<file path="src/rtl/tinyalu_pkg.sv">
// Shared types, widths and helpers for the tinyalu memory interface unit.
package tinyalu_pkg;

  localparam int MEM_ADDR_W = 14;
  localparam int MEM_DATA_W = 8;

  typedef enum logic [2:0] {
    IDLE    = 3'd0,
    RD      = 3'd1,
    WR_LO   = 3'd2,
    WR_HI   = 3'd3,
    DONE    = 3'd4,
    RELEASE = 3'd5
  } miu_state_t;

  // Byte address of the following location; 3FFF rolls over to 0000.
  function automatic logic [MEM_ADDR_W-1:0] addr_inc(input logic [MEM_ADDR_W-1:0] a);
    return a + MEM_ADDR_W'(1);
  endfunction

endpackage

</file>
<file path="src/rtl/mem_interface_unit_if.sv">
// Byte-wide main-memory bus: the unit is the master, the memory is the slave.
interface mem_interface_unit_if;
  import tinyalu_pkg::*;

  logic                  mem_req;
  logic                  mem_we;
  logic [MEM_ADDR_W-1:0] mem_addr;
  logic [MEM_DATA_W-1:0] mem_wdata;
  logic                  mem_ack;
  logic [MEM_DATA_W-1:0] mem_rdata;

  modport master (
    output mem_req, mem_we, mem_addr, mem_wdata,
    input  mem_ack, mem_rdata
  );

  modport slave (
    input  mem_req, mem_we, mem_addr, mem_wdata,
    output mem_ack, mem_rdata
  );

endinterface

</file>
<file path="src/rtl/miu_timeout.sv">
// Per-access ack watchdog: counts cycles spent in an access state and flags the last allowed one.
module miu_timeout #(
  parameter int unsigned TIMEOUT = 16
) (
  input  logic clk,
  input  logic reset,
  input  logic clr,
  input  logic en,
  output logic expired
);

  logic [7:0] cnt_q, cnt_d;

  always_comb begin
    cnt_d = cnt_q;
    if (clr)     cnt_d = '0;
    else if (en) cnt_d = cnt_q + 8'd1;
  end

  always_ff @(posedge clk or posedge reset) begin
    if (reset) cnt_q <= '0;
    else       cnt_q <= cnt_d;
  end

  // Count starts at 0 in the first cycle of a state, so this marks its TIMEOUT-th cycle.
  assign expired = (cnt_q == 8'(TIMEOUT - 1));

endmodule

</file>
<file path="src/rtl/mem_interface_unit.sv">
// Memory interface unit: turns level load/store requests into byte reads and
// two-byte little-endian writes on main memory, with an ack timeout.
module mem_interface_unit
  import tinyalu_pkg::*;
#(
  parameter int unsigned TIMEOUT = 16
) (
  input  logic                  clk,
  input  logic                  reset,
  input  logic                  load,
  input  logic                  store,
  input  logic [MEM_ADDR_W-1:0] Addr,
  input  logic [15:0]           result,
  output logic [MEM_DATA_W-1:0] data,
  output logic                  mem_done,
  output logic                  mem_err,
  output logic                  busy,
  mem_interface_unit_if.master  mem
);

  miu_state_t            state_q, state_d;
  logic [MEM_ADDR_W-1:0] addr_q, addr_d;
  logic [15:0]           wdata_q, wdata_d;
  logic [MEM_DATA_W-1:0] data_q, data_d;
  logic                  err_q, err_d;
  logic                  tmo_clr, tmo_en, tmo_expired;

  // NOTE: every next-state value gets a default first, so no path through the case infers a latch.
  always_comb begin
    state_d = state_q;
    addr_d  = addr_q;
    wdata_d = wdata_q;
    data_d  = data_q;
    err_d   = err_q;
    case (state_q)
      IDLE: begin
        if (load || store) begin
          addr_d  = Addr;
          wdata_d = result;
          err_d   = 1'b0;
          state_d = load ? RD : WR_LO;   // load wins; a simultaneous store is dropped
        end
      end
      RD: begin
        if (mem.mem_ack) begin
          data_d  = mem.mem_rdata;
          state_d = DONE;
        end else if (tmo_expired) begin
          err_d   = 1'b1;
          state_d = DONE;
        end
      end
      WR_LO: begin
        if (mem.mem_ack) begin
          state_d = WR_HI;
        end else if (tmo_expired) begin
          err_d   = 1'b1;
          state_d = DONE;
        end
      end
      WR_HI: begin
        if (mem.mem_ack) begin
          state_d = DONE;
        end else if (tmo_expired) begin
          err_d   = 1'b1;
          state_d = DONE;
        end
      end
      DONE:    state_d = RELEASE;
      // Holding off until both requests drop keeps a held level from re-executing.
      RELEASE: if (!load && !store) state_d = IDLE;
      default: state_d = IDLE;
    endcase
  end

  // NOTE: sequential state uses non-blocking assignments so every flop samples pre-edge values.
  always_ff @(posedge clk or posedge reset) begin
    if (reset) begin
      state_q <= IDLE;
      addr_q  <= '0;
      wdata_q <= '0;
      data_q  <= '0;
      err_q   <= 1'b0;
    end else begin
      state_q <= state_d;
      addr_q  <= addr_d;
      wdata_q <= wdata_d;
      data_q  <= data_d;
      err_q   <= err_d;
    end
  end

  // Any state change restarts the watchdog, which covers entry to RD, WR_LO and WR_HI.
  assign tmo_clr = (state_d != state_q);
  assign tmo_en  = (state_q == RD) || (state_q == WR_LO) || (state_q == WR_HI);

  miu_timeout #(.TIMEOUT(TIMEOUT)) u_timeout (
    .clk     (clk),
    .reset   (reset),
    .clr     (tmo_clr),
    .en      (tmo_en),
    .expired (tmo_expired)
  );

  // Bus outputs depend on registered state only, so a reset drops mem_req immediately.
  always_comb begin
    mem.mem_req   = 1'b0;
    mem.mem_we    = 1'b0;
    mem.mem_addr  = '0;
    mem.mem_wdata = '0;
    case (state_q)
      RD: begin
        mem.mem_req  = 1'b1;
        mem.mem_addr = addr_q;
      end
      WR_LO: begin
        mem.mem_req   = 1'b1;
        mem.mem_we    = 1'b1;
        mem.mem_addr  = addr_q;
        mem.mem_wdata = wdata_q[7:0];
      end
      WR_HI: begin
        mem.mem_req   = 1'b1;
        mem.mem_we    = 1'b1;
        mem.mem_addr  = addr_inc(addr_q);
        mem.mem_wdata = wdata_q[15:8];
      end
      default: ;
    endcase
  end

  assign data     = data_q;
  assign mem_done = (state_q == DONE);
  assign mem_err  = (state_q == DONE) && err_q;
  assign busy     = (state_q != IDLE);

endmodule
</file>
<file path="src/flat_wrapper.sv">
// flat-port wrapper written by rule: the top's interface ports become plain ports
module mem_interface_unit_flat import tinyalu_pkg::*;
#(
  parameter int unsigned TIMEOUT = 16
)
  (clk, reset, load, store, Addr, result, data, mem_done, mem_err, busy, mem_mem_req, mem_mem_we, mem_mem_addr, mem_mem_wdata, mem_mem_ack, mem_mem_rdata);
  mem_interface_unit_if mem_i ();
  input  logic clk;
  input  logic reset;
  input  logic load;
  input  logic store;
  input  logic [MEM_ADDR_W-1:0] Addr;
  input  logic [15:0] result;
  output logic [MEM_DATA_W-1:0] data;
  output logic mem_done;
  output logic mem_err;
  output logic busy;
  output wire logic [$bits(mem_i.mem_req)-1:0] mem_mem_req;
  output wire logic [$bits(mem_i.mem_we)-1:0] mem_mem_we;
  output wire logic [$bits(mem_i.mem_addr)-1:0] mem_mem_addr;
  output wire logic [$bits(mem_i.mem_wdata)-1:0] mem_mem_wdata;
  input wire logic [$bits(mem_i.mem_ack)-1:0] mem_mem_ack;
  input wire logic [$bits(mem_i.mem_rdata)-1:0] mem_mem_rdata;
  assign mem_mem_req = mem_i.mem_req;
  assign mem_mem_we = mem_i.mem_we;
  assign mem_mem_addr = mem_i.mem_addr;
  assign mem_mem_wdata = mem_i.mem_wdata;
  assign mem_i.mem_ack = mem_mem_ack;
  assign mem_i.mem_rdata = mem_mem_rdata;
  mem_interface_unit #(.TIMEOUT(TIMEOUT)) u_core (.clk(clk), .reset(reset), .load(load), .store(store), .Addr(Addr), .result(result), .data(data), .mem_done(mem_done), .mem_err(mem_err), .busy(busy), .mem(mem_i));
endmodule
</file>
<file path="config.mk">
export PLATFORM = sky130hd
export DESIGN_NAME = mem_interface_unit_flat
export DESIGN_NICKNAME = d
export VERILOG_FILES = /design/src/rtl/tinyalu_pkg.sv /design/src/rtl/mem_interface_unit_if.sv /design/src/rtl/miu_timeout.sv /design/src/rtl/mem_interface_unit.sv /design/src/flat_wrapper.sv
export SDC_FILE = /design/constraint.sdc
export NUM_CORES = 1
export LEC_CHECK = 0
export ABC_AREA = 1
export CORE_ASPECT_RATIO = 0.6
export CORE_UTILIZATION = 45
export DETAILED_ROUTE_END_ITERATION = 7
export PLACE_DENSITY = 0.76
export SKIP_LAST_GASP = 1
export SYNTH_ARGS = -nofsm -noshare
export SYNTH_HDL_FRONTEND = slang
export SYNTH_SLANG_ARGS = --single-unit
</file>
<file path="constraint.sdc">
create_clock -name clk -period 1.8 [get_ports clk]
set_input_delay 0.36 -clock clk [delete_from_list [all_inputs] [get_ports clk]]
set_output_delay 0.36 -clock clk [all_outputs]
set_load 0.01 [all_outputs]
</file>
==> impl_metrics.py, run 1 <==
metrics = {
    "global_route": {
        "antenna_found_initial": 0,
        "grt_max_degree": 44,
        "grt_pass1_wl_um": 12770,
        "grt.total_usage_pct": 25.87,
        "grt_pass1_vias": 2716,
        "grt-ovfl-total": 0,
    },
    "floorplan": {
        "core_area_sq_mm": 0.005702,
        "die_area_sq_mm": 0.006356,
        "die_h_um": 62.16,
        "rows": 21,
        "die_w_um": 102.3,
        "start_util_pct": 47.60,
        "io_pins": 78,
    },
    "pwr": {
        "powerDensity_mw_per_mm2": 1539,
        "power.total_mw": 6.543,
        "ir_worst_vdd_uv": 690.9,
        "leakagePower_nw": 2.015,
    },
    "worst_hold_path": {
        "hp-class": "in2async",
    },
    "setup_path": {
        "ff2ff_path_depth": 10,
        "endpoint_kind": "output pin",
        "critPathArrivalTime_ns": 1.77,
        "startpoint_type": "flip-flop",
        "critPathKind": "reg2out",
        "required_ns": 1.44,
        "path_max_fanout": 4,
    },
    "synth": {
        "synth_top_flop_cell": "dfrtp_1",
        "ys_types": 31,
        "avgSynthCellArea_sq_um": 8.005,
        "synth-edff-count": 0,
        "synth_seq_cells": 50,
        "syn_inst": 339,
        "seq_area_frac_synth_pct": 46.10,
        "syn_nets": 384,
        "syn_area_sq_mm": 0.002714,
        "ys_warn_count": 0,
        "async_flop_share_pct": 100.0,
    },
    "finish": {
        "final_nets": 523,
        "diodes": 0,
        "area_growth_pct": 56.66,
        "final_common_cell": "nand2_1",
        "final_cell_mix": "88 x nand2_1, 50 x clkdlybuf4s50_1, 50 x buf_4, 48 x dfrtp_1, 36 x inv_1",
        "fin_util_pct": 74.57,
        "layout-drive-gt1-share_pct": 36.19,
    },
    "timing": {
        "post-route-period-util_pct": 118.3,
        "min_period_ns": 2.130,
        "drv_slew": 0,
        "hold_viol": 0,
        "fin_skew_ns": 0.006451,
        "tightestPinTransition_ns": 0.3405,
        "finalWorstSetupSlack_ns": -0.3302,
        "rsz0062_at_grt": "true",
        "setup_viol": 27,
        "slew_headroom_pct": 77.12,
        "fmax_mhz": 469.4,
    },
    "detailed_routing": {
        "drt_pass1_iterations": 6,
        "num_vias": 2906,
        "vias_per_cell": 5.208,
        "drc": 0,
        "wire_per_inst_um": 15.25,
        "drtAntennaViolNets": 0,
        "postRouteWirelength_um": 8509,
        "first_iter_violations": 264,
    },
    "placement": {
        "port-buffer-count": 77,
        "dp_hpwl_um": 5598,
        "place.gp.congestion": 1.002,
    },
    "run_status": {
        "status": "finished with violations",
        "violations": "setup timing",
    },
    "clocking": {
        "clockBufferDepth": 2,
        "clk_latency_ns": 0.31,
        "htreeDepth": 2,
        "clk_pin_slew_worst_paths_ns": 0.10,
        "cts_tree": "done",
        "cts.root.buffer_cell": "clkbuf_8",
        "cts.sinks": 50,
        "cts_buffers": 5,
    },
    "flow_run": {
        "max_cap_violations": 0,
    },
}
-- stage by stage --
step	hold WS [ns]	setup slack, ns	instances	setup TNS (ns)	cell area, sq um
4_1_cts	0.4304	-0.2738	550	-2.310	4023
3_5_place_dp	0.4763	-0.3788	529	-4.770	3851
5_1_grt	0.4551	-0.4413	558	-5.942	4252
3_3_place_gp	0.4567	-0.2961	529	-3.917	3851
6_report	0.4257	-0.3302	558	-3.007	4252
2_1_floorplan	0.4422	0.1061	339	0	2714
-- cells by family after synthesis --
kind of cell,count (synthesis),synth area share [%]
simple gates,165,28.22
buf+inv,55,8.990
compound gates,54,10.79
flops,50,46.10
mux,9,3.688
xor+xnor,4,1.291
fa+ha+maj,2,0.9219
-- state kept, by name, summed over array words and instances (netlist names) --
register	flops
u_core.addr_q	14
u_core.data	8
u_core.err_q	1
u_core.state_q	3
u_core.u_timeout.cnt_q	8
u_core.wdata_q	16
-- synthesized netlist by cell type (all sizes together) (2+ instances only) --
cell	count	area (sq um)
mux2	8	90.09
o21ai	40	200.2
buf	8	65.06
inv	46	175.2
o22ai	9	56.30
nand3	20	110.1
dfrtp	50	1251
nand3b	2	15.01
ha	2	25.02
nand4	5	31.28
nand2	103	409.2
a21oi	3	18.77
nor3	4	20.02
nor2	30	172.7
xor2	4	35.03
-- path summary, 6_finish.rpt --
kind	start	end	slack, ns
min in group clk	u_core.wdata_q[15]$_DFFE_PP0P_	u_core.wdata_q[15]$_DFFE_PP0P_	0.49
min reg2reg	u_core.wdata_q[15]$_DFFE_PP0P_	u_core.wdata_q[15]$_DFFE_PP0P_	0.49
min	reset	u_core.wdata_q[10]$_DFFE_PP0P_	0.43
max	u_core.addr_q[7]$_DFFE_PP0P_	mem_mem_addr[13]	-0.33
max in group asynchronous	reset	u_core.state_q[1]$_DFF_PP0_	1.08
max reg2reg	u_core.state_q[1]$_DFF_PP0_	u_core.addr_q[0]$_DFFE_PP0P_	-0.02
-- metal layers --
layer / global-route usage (%) / routed length (um)
met1: 40.12 / 4025
met4: 4.821 / 144
met5: 0 / 0
met2: 35.65 / 3565
met3: 7.432 / 773
-- critical path, stage by stage (launching register included) --
cell	delay [ns]
dfrtp_1	0.47
nand2_1	0.16
inv_1	0.16
nand4_1	0.15
nor2_1	0.12
o21ai_0	0.10
o21ai_0	0.15
buf_2	0.15
-- cell type report --
type | instances | area, sq um
fill | 412 | 1450
multi-input combinational | 234 | 1414
sequential | 50 | 1254
timing repair buffer | 141 | 1209
inverter | 46 | 192.7
tap | 80 | 100.1
clock buffer | 5 | 68.82
clock inverter | 2 | 13.76
-- where the power goes --
| group | switching [mW] | total (mW) | internal, mW |
|---|---|---|---|
| registers | 0.309 | 1.91 | 1.60 |
| logic | 2.14 | 3.98 | 1.85 |
| clock network | 0.383 | 0.653 | 0.270 |
| total | 2.83 | 6.54 | 3.71 |
-- timing repair --
| action | CTS | global route |
|---|---|---|
| resized for setup | 127 | 59 |
| setup endpoints to repair | 27 | 26 |
| cloned | 0 | 1 |
| pin swaps | 10 | 15 |
| buffers inserted | 14 | 10 |
| hold buffers | 0 | 0 |
No activity file was read; power rests on OpenSTA's default activity.
==> run 2: changes to the inputs <==
Clock period 1.8 ns to 2.6 ns, I/O delays scaled along.
==> run 2 against run 1 <==
Against the previous run: flip-flop and latch count unchanged; combinational power decreased by 51%; die area unchanged; sequential share of layout area increased by 3.8 points; clock skew decreased by 0.0013 ns; first-iteration DRC count decreased by 50%; clock power decreased by 31%; worst hold slack improved by 0.086 ns; count of clock-buffer cells in the layout unchanged; via count decreased by 12%; the flow now finishes without violations; core utilization decreased by 8.4 points.
==> impl_metrics.py, run 2 (synthesis gave the netlist of run 1 again) <==
metrics = {
    "run_status": {
        "status": "completed",
    },
    "clocking": {
        "cts_buffers": 5,
        "clockBufferDepth": 2,
        "cts.sinks": 50,
        "cts.root.buffer_cell": "clkbuf_8",
        "clk_latency_ns": 0.31,
        "cts_tree": "done",
        "htreeDepth": 2,
        "clk_pin_slew_worst_paths_ns": 0.09,
    },
    "setup_path": {
        "critPathSlowestCell": "clkdlybuf4s50_1",
        "ff2ff_path_depth": 7,
        "endpoint_kind": "output pin",
        "max_stage_delay_ns": 0.52,
        "path_buf_inv": 1,
        "critPathArrivalTime_ns": 2.06,
        "regToRegStartpoint": "u_core.state_q[0]$_DFF_PP0_",
        "critPathKind": "reg2out",
        "startpoint_type": "flip-flop",
        "path_cells": "nand2_1 -> nor3_4 -> nand3_1 -> o21ai_0 -> nand3_1 -> nand2_1 -> clkdlybuf4s50_1",
        "path_max_fanout": 4,
        "required_ns": 2.08,
        "cp.depth": 7,
        "rr_endpoint": "u_core.addr_q[6]$_DFFE_PP0P_",
        "rrSetupSlack_ns": 0.91,
        "path_delay_family": "simple AND/OR/NAND/NOR gates",
    },
    "global_route": {
        "grt_max_degree": 44,
        "grt_pass1_vias": 2447,
        "grt.total_usage_pct": 23.30,
        "antenna_found_initial": 0,
        "grt-ovfl-total": 0,
        "grt_pass1_wl_um": 11430,
    },
    "finish": {
        "largest_reg_flops": 16,
        "final_cell_mix": "96 x nand2_1, 64 x clkdlybuf4s50_1, 47 x dfrtp_1, 41 x inv_1, 28 x o21ai_0",
        "layout-drive-gt1-share_pct": 15.80,
        "nFillCells": 513,
        "area_growth_pct": 38.96,
        "diodes": 0,
        "reg_top3": "u_core.wdata_q (16), u_core.addr_q (14)",
        "multi_input_area_sq_mm": 0.001270,
        "final_common_cell": "nand2_1",
        "regMostFlops": "u_core.wdata_q",
        "final_nets": 469,
        "seq_area_sq_mm": 0.001255,
    },
    "timing": {
        "fmax_mhz": 387.8,
        "post-route-period-util_pct": 99.19,
        "min_period_ns": 2.579,
        "setup_viol": 0,
        "slew_headroom_pct": 64.90,
        "tightestPinTransition_ns": 0.5257,
        "rsz0062_at_grt": "true",
        "finalWorstSetupSlack_ns": 0.02114,
        "tns_ns": 0,
        "drv_slew": 0,
        "hold_viol": 0,
        "fin_skew_ns": 0.005145,
    },
    "floorplan": {
        "rows": 21,
        "die_h_um": 62.16,
        "die_w_um": 102.3,
        "die_area_sq_mm": 0.006356,
        "core_area_sq_mm": 0.005702,
        "io_pins": 78,
        "start_util_pct": 47.60,
    },
    "detailed_routing": {
        "vias_per_cell": 5.052,
        "postRouteWirelength_um": 6952,
        "drtAntennaViolNets": 0,
        "num_vias": 2546,
        "first_iter_violations": 131,
        "drc": 0,
        "wire_per_inst_um": 13.79,
        "drt_pass1_iterations": 4,
    },
    "placement": {
        "port-buffer-count": 77,
        "post-place-ws_ns": 0.09468,
        "place.gp.congestion": 0.8798,
        "dp_hpwl_um": 5092,
    },
    "worst_hold_path": {
        "hp-class": "reg2reg",
        "holdCritStartpoint": "u_core.data[6]$_DFFE_PP0P_",
        "holdPathEnd": "u_core.data[6]$_DFFE_PP0P_",
        "holdPathStages": 1,
    },
    "pwr": {
        "p_int_mw": 2.154,
        "sw_frac_of_total_pct": 42.82,
        "leakagePower_nw": 1.788,
        "powerDensity_mw_per_mm2": 998.6,
        "ir_worst_vdd_uv": 475.8,
        "clkPwrFrac_pct": 11.9,
        "seq_power_share_pct": 35.9,
        "p_comb_share_pct": 52.2,
        "switchingPower_mw": 1.612,
    },
    "flow_run": {
        "max_cap_violations": 0,
    },
}
## run 2: cell count changes in the layout (fill, tap and decap cells not counted), sizes merged, moves of 3 or more
cell	change
buf	-76
clkbuf	-3
clkdlybuf4s50	+14
dlygate4sd2	+4
dlymetal6s2s	+8
## run 2: cell type report
| cell class | count | area share, % |
|---|---|---|
| Multi-Input combinational cell | 234 | 33.68 |
| Clock inverter | 2 | 0.3981 |
| Clock buffer | 5 | 1.825 |
| Sequential cell | 50 | 33.28 |
| Timing Repair Buffer | 87 | 23.46 |
| Inverter | 46 | 4.711 |
| Tap cell | 80 | 2.654 |
## run 2: worst max-delay path by stage
stage	slack, ns	startpoint	endpoint
2_1_floorplan	0.75	u_core.state_q[2]$_DFF_PP0_	mem_mem_addr[1]
3_3_place_gp	0.15	u_core.addr_q[0]$_DFFE_PP0P_	mem_mem_addr[12]
3_5_place_dp	0.09	u_core.addr_q[0]$_DFFE_PP0P_	mem_mem_addr[12]
4_1_cts	-0.13	u_core.addr_q[1]$_DFFE_PP0P_	mem_mem_addr[12]
5_1_grt	-0.09	u_core.addr_q[5]$_DFFE_PP0P_	mem_mem_addr[11]
6_report	0.02	u_core.addr_q[5]$_DFFE_PP0P_	mem_mem_addr[11]
## run 2: repair_timing
action | in CTS | in global routing
setup endpoints to repair | 15 | 12
cloned | 0 | 0
buffers inserted | 2 | 3
gates resized for setup | 15 | 12
hold buffers | 0 | 0
hold endpoints to repair | 0 | 0
pin swaps | 1 | 1
## run 2: worst reg2reg max path, delay by kind of cell (launching register included)
kind	cells	cell delay (ns)
AND/OR/NAND/NOR	5	0.81
flip-flops	1	0.42
buffers and inverters	2	0.41
## run 2: power by group through the flow
| stage | Clock [mW] | Sequential, mW | Combinational (mW) |
|---|---|---|---|
| finish | 0.448 | 1.35 | 1.97 |
| global route | 0.494 | 1.38 | 2.17 |
| CTS | 0.462 | 1.34 | 1.92 |
| detailed placement | 0 | 1.36 | 1.88 |
| global placement | 0 | 1.34 | 1.83 |
| floorplan | 0 | 1.32 | 1.15 |
## run 2: stage by stage
stage	power (mW)	area, sq um	hold WS [ns]	std cells	util (%)
2_1_floorplan	2.466	2714	0.4422	339	-
3_5_place_dp	3.234	3586	0.4942	492	62.89
3_3_place_gp	3.175	3586	0.4574	492	62.89
6_report	3.766	3771	0.5122	504	66.14
4_1_cts	3.724	3707	0.5170	501	65.02
5_1_grt	4.047	3771	0.5248	504	66.14
## run 2: routing by layer
layer | global-route usage, % | share of wire [%] | up-vias | wire, um
li1 | - | - | 1258 | -
met1 | 35.59 | 50 | 1190 | 3484
met2 | 31.04 | 40 | 92 | 2760
met3 | 7.995 | 9.5 | 6 | 659
met4 | 5.893 | 0.69 | 0 | 48
met5 | 0 | 0 | - | 0
==> run 3: changes to the inputs <==
Clock period 2.6 ns to 2.89 ns, I/O delays scaled along.
==> run 3 against run 2 <==
Against the previous run: critical path depth is 2 lower; non-clock buffer count is 5 lower; sequential power is 9% lower; cell count is 0.79% lower; flip-flop and latch count stayed put; register-to-register slack better by 0.23 ns; global-route usage is 0.37 points higher; highest routed layer unchanged.
==> impl_metrics.py, run 3 (synthesis gave the netlist of run 1 again) <==
metrics = {
    "finish": {
        "layout-drive-gt1-share_pct": 14.29,
        "final_common_cell": "nand2_1",
        "regMostFlops": "u_core.wdata_q",
        "reg_top3": "u_core.wdata_q (16), u_core.addr_q (14)",
        "diodes": 0,
        "largest_reg_flops": 16,
        "area_growth_pct": 37.99,
        "stdcell_area_sq_mm": 0.003745,
        "layout.cells.non_filler": 500,
        "seq_area_sq_mm": 0.001254,
        "nFillCells": 477,
        "multi_input_area_sq_mm": 0.001256,
        "final_nets": 464,
        "final_cell_mix": "96 x nand2_1, 75 x clkdlybuf4s50_1, 48 x dfrtp_1, 42 x inv_1, 28 x o21ai_0",
    },
    "global_route": {
        "antenna_found_initial": 0,
        "grt.total_usage_pct": 23.67,
        "grt_pass1_wl_um": 11730,
        "grt_pass1_vias": 2488,
        "grt-ovfl-total": 0,
        "grt_max_degree": 41,
    },
    "placement": {
        "dp_hpwl_um": 5167,
        "port-buffer-count": 77,
        "place.gp.congestion": 0.8636,
        "dp.cells": 491,
        "post-place-ws_ns": 0.3159,
        "postPlaceCellArea_sq_mm": 0.003578,
    },
    "detailed_routing": {
        "drc": 0,
        "vias_per_cell": 5.060,
        "postRouteWirelength_um": 6976,
        "num_vias": 2530,
        "first_iter_violations": 165,
        "wire_per_inst_um": 13.95,
        "drtAntennaViolNets": 0,
        "drt_pass1_iterations": 6,
    },
    "timing": {
        "finalWorstSetupSlack_ns": 0.1189,
        "fin_skew_ns": 0.009057,
        "post-route-period-util_pct": 95.88,
        "min_period_ns": 2.771,
        "setup_viol": 0,
        "drv_slew": 0,
        "tightestPinTransition_ns": 0.4914,
        "slew_headroom_pct": 67.19,
        "fmax_mhz": 360.9,
        "hold_viol": 0,
    },
    "setup_path": {
        "critPathKind": "reg2out",
        "endpoint_kind": "output pin",
        "critPathArrivalTime_ns": 2.19,
        "required_ns": 2.31,
        "startpoint_type": "flip-flop",
        "ff2ff_path_depth": 6,
        "path_max_fanout": 8,
    },
    "floorplan": {
        "die_w_um": 102.3,
        "core_area_sq_mm": 0.005702,
        "die_area_sq_mm": 0.006356,
        "start_util_pct": 47.60,
        "die_h_um": 62.16,
        "rows": 21,
        "io_pins": 78,
    },
    "clocking": {
        "htreeDepth": 2,
        "cts.root.buffer_cell": "clkbuf_8",
        "cts.sinks": 50,
        "hold_buffers": 0,
        "clk_pin_slew_worst_paths_ns": 0.10,
        "cts_buffers": 5,
        "clockBufferDepth": 2,
        "cts_tree": "done",
        "clk_latency_ns": 0.31,
    },
    "worst_hold_path": {
        "holdPathStages": 2,
        "hp-class": "reg2reg",
    },
    "run_status": {
        "status": "completed",
    },
    "pwr": {
        "ir_worst_vdd_uv": 398.9,
        "powerDensity_mw_per_mm2": 929.2,
        "leakagePower_nw": 1.667,
    },
    "flow_run": {
        "max_cap_violations": 0,
    },
}
run 3: layout make-up:
class | instances | share of cell area [%]
Clock buffer | 5 | 1.838
Clock inverter | 3 | 1.270
Inverter | 46 | 4.811
Multi-Input combinational cell | 234 | 33.54
Sequential cell | 50 | 33.48
Tap cell | 80 | 2.673
Timing Repair Buffer | 82 | 22.39
run 3: worst paths after layout:
kind | from | endpoint | slack, ns
setup / recovery | u_core.state_q[1]$_DFF_PP0_ | mem_mem_addr[1] | 0.12
hold / removal | u_core.wdata_q[15]$_DFFE_PP0P_ | u_core.wdata_q[15]$_DFFE_PP0P_ | 0.49
setup reg to reg | u_core.state_q[1]$_DFF_PP0_ | u_core.wdata_q[0]$_DFFE_PP0P_ | 1.14
hold reg to reg | u_core.wdata_q[15]$_DFFE_PP0P_ | u_core.wdata_q[15]$_DFFE_PP0P_ | 0.49
max in group asynchronous | reset | u_core.state_q[2]$_DFF_PP0_ | 1.75
min in group asynchronous | reset | u_core.wdata_q[1]$_DFFE_PP0P_ | 0.60
run 3: through the flow:
| step | hold slack, ns | power (mW) | util, % | TNS [ns] |
|---|---|---|---|---|
| CTS | 0.5009 | 3.446 | 64.98 | 0 |
| detailed placement | 0.4599 | 2.909 | 62.76 | 0 |
| global route | 0.5402 | 3.748 | 65.68 | -0.03934 |
| global placement | 0.4549 | 2.862 | 62.76 | 0 |
| finish | 0.4924 | 3.480 | 65.68 | 0 |
| floorplan | 0.4422 | 2.219 | - | 0 |
run 3: critical path, stage by stage, from the launching register on:
cell             delay, ns
dfrtp_1               0.59
nand3_1               0.18
nand2_2               0.21
inv_2                 0.11
o21ai_0               0.23
clkdlybuf4s50_1       0.58
run 3: routing by layer:
layer	global-route usage (%)	routed length (um)	part of all wire [%]
met3	6.419	696	10
met5	0	0	0
met2	32.80	2771	40
met1	37.52	3469	50
met4	2.679	38	0.54
run 3: timing repair:
item | in CTS | in global routing
setup buffers | 1 | 0
endpoints found under the setup margin | 4 | 11
pin swaps | 0 | 0
resized for setup | 1 | 12
run 3: power by group:
group | switching [mW] | internal [mW] | total, mW | leakage [nW]
logic | 0.962 | 0.768 | 1.73 | 0.985
clock network | 0.255 | 0.263 | 0.518 | 0.0587
registers | 0.236 | 0.995 | 1.23 | 0.624
